File: config.mk
export PLATFORM = sky130hd
export DESIGN_NAME = layers_sched
export DESIGN_NICKNAME = d
export VERILOG_FILES = /design/src/rtl/layers_sched.sv
export SDC_FILE = /design/constraint.sdc
export NUM_CORES = 1
export LEC_CHECK = 0
export ABC_AREA = 1
export BUFFER_PORTS_ARGS = -buffer_cell sky130_fd_sc_hd__buf_4
export CAP_MARGIN = 15
export CORE_MARGIN = 2
export CORE_UTILIZATION = 35
export CTS_BUF_LIST = sky130_fd_sc_hd__clkbuf_4 sky130_fd_sc_hd__clkbuf_8
export DETAILED_ROUTE_END_ITERATION = 12
export GPL_TIMING_DRIVEN = 0
export MAX_ROUTING_LAYER = met4
export PLACE_DENSITY = 0.67
export SLEW_MARGIN = 20
export SYNTH_ARGS = -nofsm -noshare
export SYNTH_HDL_FRONTEND = slang
export SYNTH_SLANG_ARGS = --single-unit
File: constraint.sdc
create_clock -name clk -period 5.5 [get_ports clk]
set_input_delay 1.65 -clock clk [delete_from_list [all_inputs] [get_ports clk]]
set_output_delay 1.65 -clock clk [all_outputs]
set_load 0.05 [all_outputs]
File: src/rtl/layers_sched.sv
// layers_sched: job-level sequencer for the layers datapath.
// Takes one job descriptor and issues the layers config write. It then gates
// the image stream, marking the last beat of each kernel pass, and counts
// pooled results until the job is complete.
module layers_sched #(
  parameter int                    CFG_DWIDTH      = 32,
  parameter int                    CFG_AWIDTH      = 5,
  parameter logic [CFG_AWIDTH-1:0] CFG_LAYERS_ADDR = 5'd3,
  parameter int                    GROUP_NB        = 4,
  parameter int                    IMG_WIDTH       = 16
) (
  input  logic                          clk,
  input  logic                          rst_n,
  input  logic [15:0]                   job_len,
  input  logic [7:0]                    job_pool,
  input  logic [15:0]                   job_out,
  input  logic                          job_bypass,
  input  logic [7:0]                    job_shift,
  input  logic [7:0]                    job_head,
  input  logic                          job_val,
  output logic                          job_rdy,
  input  logic [GROUP_NB*IMG_WIDTH-1:0] src_data,
  input  logic                          src_val,
  output logic                          src_rdy,
  output logic [CFG_DWIDTH-1:0]         cfg_data,
  output logic [CFG_AWIDTH-1:0]         cfg_addr,
  output logic                          cfg_valid,
  output logic [GROUP_NB*IMG_WIDTH-1:0] image,
  output logic                          image_last,
  output logic                          image_val,
  input  logic                          image_rdy,
  input  logic                          result_val,
  input  logic                          result_rdy,
  output logic                          busy,
  output logic                          done
);

  typedef enum logic [5:0] {
    IDLE   = 6'b000001,
    CFG    = 6'b000010,
    SETTLE = 6'b000100,
    STREAM = 6'b001000,
    DRAIN  = 6'b010000,
    DONE   = 6'b100000
  } state_t;

  state_t      state;
  logic [15:0] len_r, out_r, beat_cnt, res_cnt;
  logic [7:0]  pool_r;
  logic [23:0] total_r, pass_cnt;
  logic        settle;

  logic streaming, beat_acc, res_hs;

  // Stream gating is combinational so a beat costs no extra latency.
  assign streaming  = (state == STREAM);
  assign image      = streaming ? src_data : '0;
  assign image_val  = streaming & src_val;
  assign src_rdy    = streaming & image_rdy;
  assign image_last = streaming & (beat_cnt == len_r - 16'd1);
  assign beat_acc   = streaming & src_val & image_rdy;
  assign res_hs     = result_val & result_rdy;

  // Job FSM with registered control outputs, beat/pass/result counters.
  always_ff @(posedge clk) begin
    if (!rst_n) begin
      state     <= IDLE;
      job_rdy   <= 1'b1;
      busy      <= 1'b0;
      done      <= 1'b0;
      cfg_valid <= 1'b0;
      cfg_data  <= '0;
      cfg_addr  <= '0;
      len_r     <= '0;
      out_r     <= '0;
      pool_r    <= '0;
      total_r   <= '0;
      beat_cnt  <= '0;
      pass_cnt  <= '0;
      res_cnt   <= '0;
      settle    <= 1'b0;
    end else begin
      case (state)
        IDLE: if (job_val) begin
          // A zero length would never mark a pass end, so treat it as 1.
          len_r     <= (job_len == 16'd0) ? 16'd1 : job_len;
          out_r     <= job_out;
          pool_r    <= job_pool;
          beat_cnt  <= '0;
          pass_cnt  <= '0;
          res_cnt   <= '0;
          cfg_valid <= 1'b1;
          cfg_addr  <= CFG_LAYERS_ADDR;
          cfg_data  <= CFG_DWIDTH'({7'b0, job_bypass, job_pool, job_shift, job_head});
          job_rdy   <= 1'b0;
          busy      <= 1'b1;
          state     <= CFG;
        end
        CFG: begin
          cfg_valid <= 1'b0;
          cfg_addr  <= '0;
          cfg_data  <= '0;
          total_r   <= 24'(out_r) * (24'(pool_r) + 24'd1);
          settle    <= 1'b0;
          if (out_r == 16'd0) begin
            done  <= 1'b1;
            state <= DONE;
          end else begin
            state <= SETTLE;
          end
        end
        // Two cycles for layers to register its new configuration.
        SETTLE: if (settle) state <= STREAM;
                else        settle <= 1'b1;
        STREAM: if (beat_acc) begin
          if (image_last) begin
            beat_cnt <= '0;
            pass_cnt <= pass_cnt + 24'd1;
            if (pass_cnt == total_r - 24'd1) state <= DRAIN;
          end else begin
            beat_cnt <= beat_cnt + 16'd1;
          end
        end
        DRAIN: if (res_cnt == out_r) begin
          done  <= 1'b1;
          state <= DONE;
        end
        DONE: begin
          done    <= 1'b0;
          busy    <= 1'b0;
          job_rdy <= 1'b1;
          state   <= IDLE;
        end
        default: state <= IDLE;
      endcase
      // Results may arrive any time after acceptance, including alongside the final beat.
      if (state != IDLE && res_hs && res_cnt != out_r) res_cnt <= res_cnt + 16'd1;
    end
  end

endmodule

==> qor.yml <==
status: "completed"
n_antenna_cell: 0
drv_cap: 0
clkTransAtPathRegs_ns: 0.09
grt_overflow: 0
clockBufferDepth: 2
crit_path_end_kind: "register"
dr.first_iter.drc_count: 942
first_pass_iters: 8
critPathLaunchType: "register"
finalMaxSlewViolations: 0
synthTopCellsByArea: "dfxtp_1 (23%), fa_1 (14%), nand2_1 (12%), inv_1 (9.7%), nor2_1 (8.8%)"
synth_edf_count: 0
vias_per_cell: 4.85
clk_latency_ns: 0.49
p_total_mw: 8.02
worst_pin_slew_ns: 0.910
post_drt_wl_per_cell_um: 14.6
synth_cells: 2058
cts_tree: "built"
die_area_sq_um: 40900
coreArea_sq_um: 38700
synth_seq_cells: 156
synth_area_sq_um: 13800
cts.sinks: 156
grt_usage_pct: 20.6
n_fill_cell: 4014
final_util_pct: 43.2
cp_max_fo: 10
yosysTopAreaCell: "dfxtp_1"
synth_commonest_cells: "nand2_1 (434), inv_1 (356), nor2_1 (324)"
synth.top_cell.area_share_pct: 22.7
grt_pass1_wl_um: 66800
critical_path_required_ns: 5.86
io_pins: 236
vias: 13800
grt_pass1_vias: 13400
cp.arrival_ns: 5.50
final.min_clock_period_ns: 5.14
wirelength_um: 41400
fmax_mhz: 195
fin_nets: 2587
area_growth_pct: 21.6
cts_hold_buf: 0
rsz0062_at_grt: "true"
finalHoldViolations: 0
drcViolationCount: 0
dp_hpwl_um: 34000
place_inst: 2810
skew_ns: 0.0347
whs_ns: 0.461
die_w_um: 202
setup_viol: 0
postSynth.asyncResetShare_pct: 0
start_util_pct: 35.5
yosysWarnings: 0
grt_max_degree: 19
root_buffer: "clkbuf_8"
final_cells: 2843
synth-seq-area-share_pct: 22.7
ys.flop_type: "dfxtp_1"
crit_type: "reg -> reg"
ir_drop_v: 0.000509
gp_congestion: 0.935
ant_nets: 0
maxSlewHeadroom_pct: 39.3
drive_above_1_share_pct: 16.8
finalCritPeriodShare_pct: 93.4
yosysMostFrequentCell: "nand2_1"
cts_made_buffers: 17
io_buffer_count: 225
grt_antenna_before_repair: 0
min_path_type: "reg -> reg"
power.static_leakage_nw: 8.03
yosysUniqueCellTypes: 55
tns_ns: 0
dp_slack_ns: -0.649
dpl-instance-area_sq_um: 16100
h-tree-depth: 4
syn-mean-instance-area_sq_um: 6.69
final_cell_area_sq_um: 16700
rows: 72
die_h_um: 202
p_per_area_nw_per_um2: 479
worst_slack_ns: 0.361
[per-layer routing]
| metal | GRT usage [%] | vias to the layer above | wire (um) |
|---|---|---|---|
| li1 | - | 6881 | - |
| met2 | 33.5 | 472 | 19300 |
| met4 | 6.57 | 0 | 1050 |
| met1 | 26.6 | 6355 | 18600 |
| met3 | 2.66 | 71 | 2490 |
| met5 | - | - | 0 |
[kinds of logic (layout without fill, tap and decap cells)]
group,count (synthesis),count (layout),share of synthesized area (%)
AOI/OAI and AO/OA,240,240,9.48
xor gates and xnor gates,79,79,5.19
adders and majority gates,147,147,18.7
buffers and inverters,448,706,13.1
DFF,156,156,22.7
other,1,10,0.0272
and+or+nand+nor,987,987,30.9
[power breakdown]
group	switching (mW)	internal, mW	total (mW)
clock network	0.540	0.344	0.884
registers	0.223	1.39	1.61
logic	3.74	1.79	5.53
[registers in the layout, summed over array words and instances (netlist names)]
| name | count |
|---|---|
| beat_cnt | 16 |
| busy | 1 |
| cfg_addr | 1 |
| cfg_data | 25 |
| done | 1 |
| job_rdy | 1 |
| len_r | 16 |
| out_r | 16 |
| pass_cnt | 24 |
| pool_r | 8 |
| res_cnt | 16 |
| settle | 1 |
| state | 6 |
| total_r | 24 |
[cells in the final DEF (no fill, tap or decap), types with 36 or more instances in the layout]
| cell | n |
|---|---|
| nand2_1 | 430 |
| inv_1 | 355 |
| nor2_1 | 315 |
| buf_4 | 240 |
| dfxtp_1 | 153 |
| a21oi_1 | 110 |
| fa_1 | 98 |
| nand3_1 | 87 |
| o21ai_0 | 71 |
| nand4_1 | 46 |
| ha_1 | 42 |
| xor2_1 | 40 |
| clkbuf_1 | 36 |
| xnor2_1 | 36 |
[worst paths after layout]
path | cells past startpoint | to | start | slack [ns]
worst max-delay path | 24 | total_r[23] | pool_r[0] | 0.36
worst min-delay path | 2 | job_rdy | job_rdy | 0.46
worst max register to register | 24 | total_r[23] | pool_r[0] | 0.36
worst min register to register | 2 | job_rdy | job_rdy | 0.46
[critical path: stages (launching register included)]
cell	delay (ns)
dfxtp_4	0.38
ha_1	0.17
nand2_1	0.10
nor2_2	0.11
nand4_1	0.19
nor2_4	0.20
inv_1	0.08
clkbuf_4	0.20
nor2_1	0.13
fa_1	0.44
fa_1	0.48
fa_1	0.54
inv_1	0.05
fa_1	0.52
inv_1	0.07
ha_4	0.30
nand2_2	0.09
nor4_4	0.31
nand3_1	0.10
nand3_1	0.13
nand2_1	0.08
nand3_1	0.08
nand3_1	0.11
o211ai_1	0.12
inv_1	0.05
[area by class of cell]
type	instances	area [sq um]	area share, %
Tap cell	518	648	3.87
Timing Repair Buffer	227	1710	10.2
Multi-Input combinational cell	1463	9050	54.0
Clock buffer	17	234	1.40
Clock inverter	15	166	0.994
Inverter	366	1380	8.24
Buffer	81	432	2.58
Sequential cell	156	3130	18.7
[repair_timing]
item	CTS	global route
pin swaps	1	8
gates resized for setup	12	59
setup buffers	1	1
setup endpoints to repair	12	13
Power figures use the tool's default switching activity.
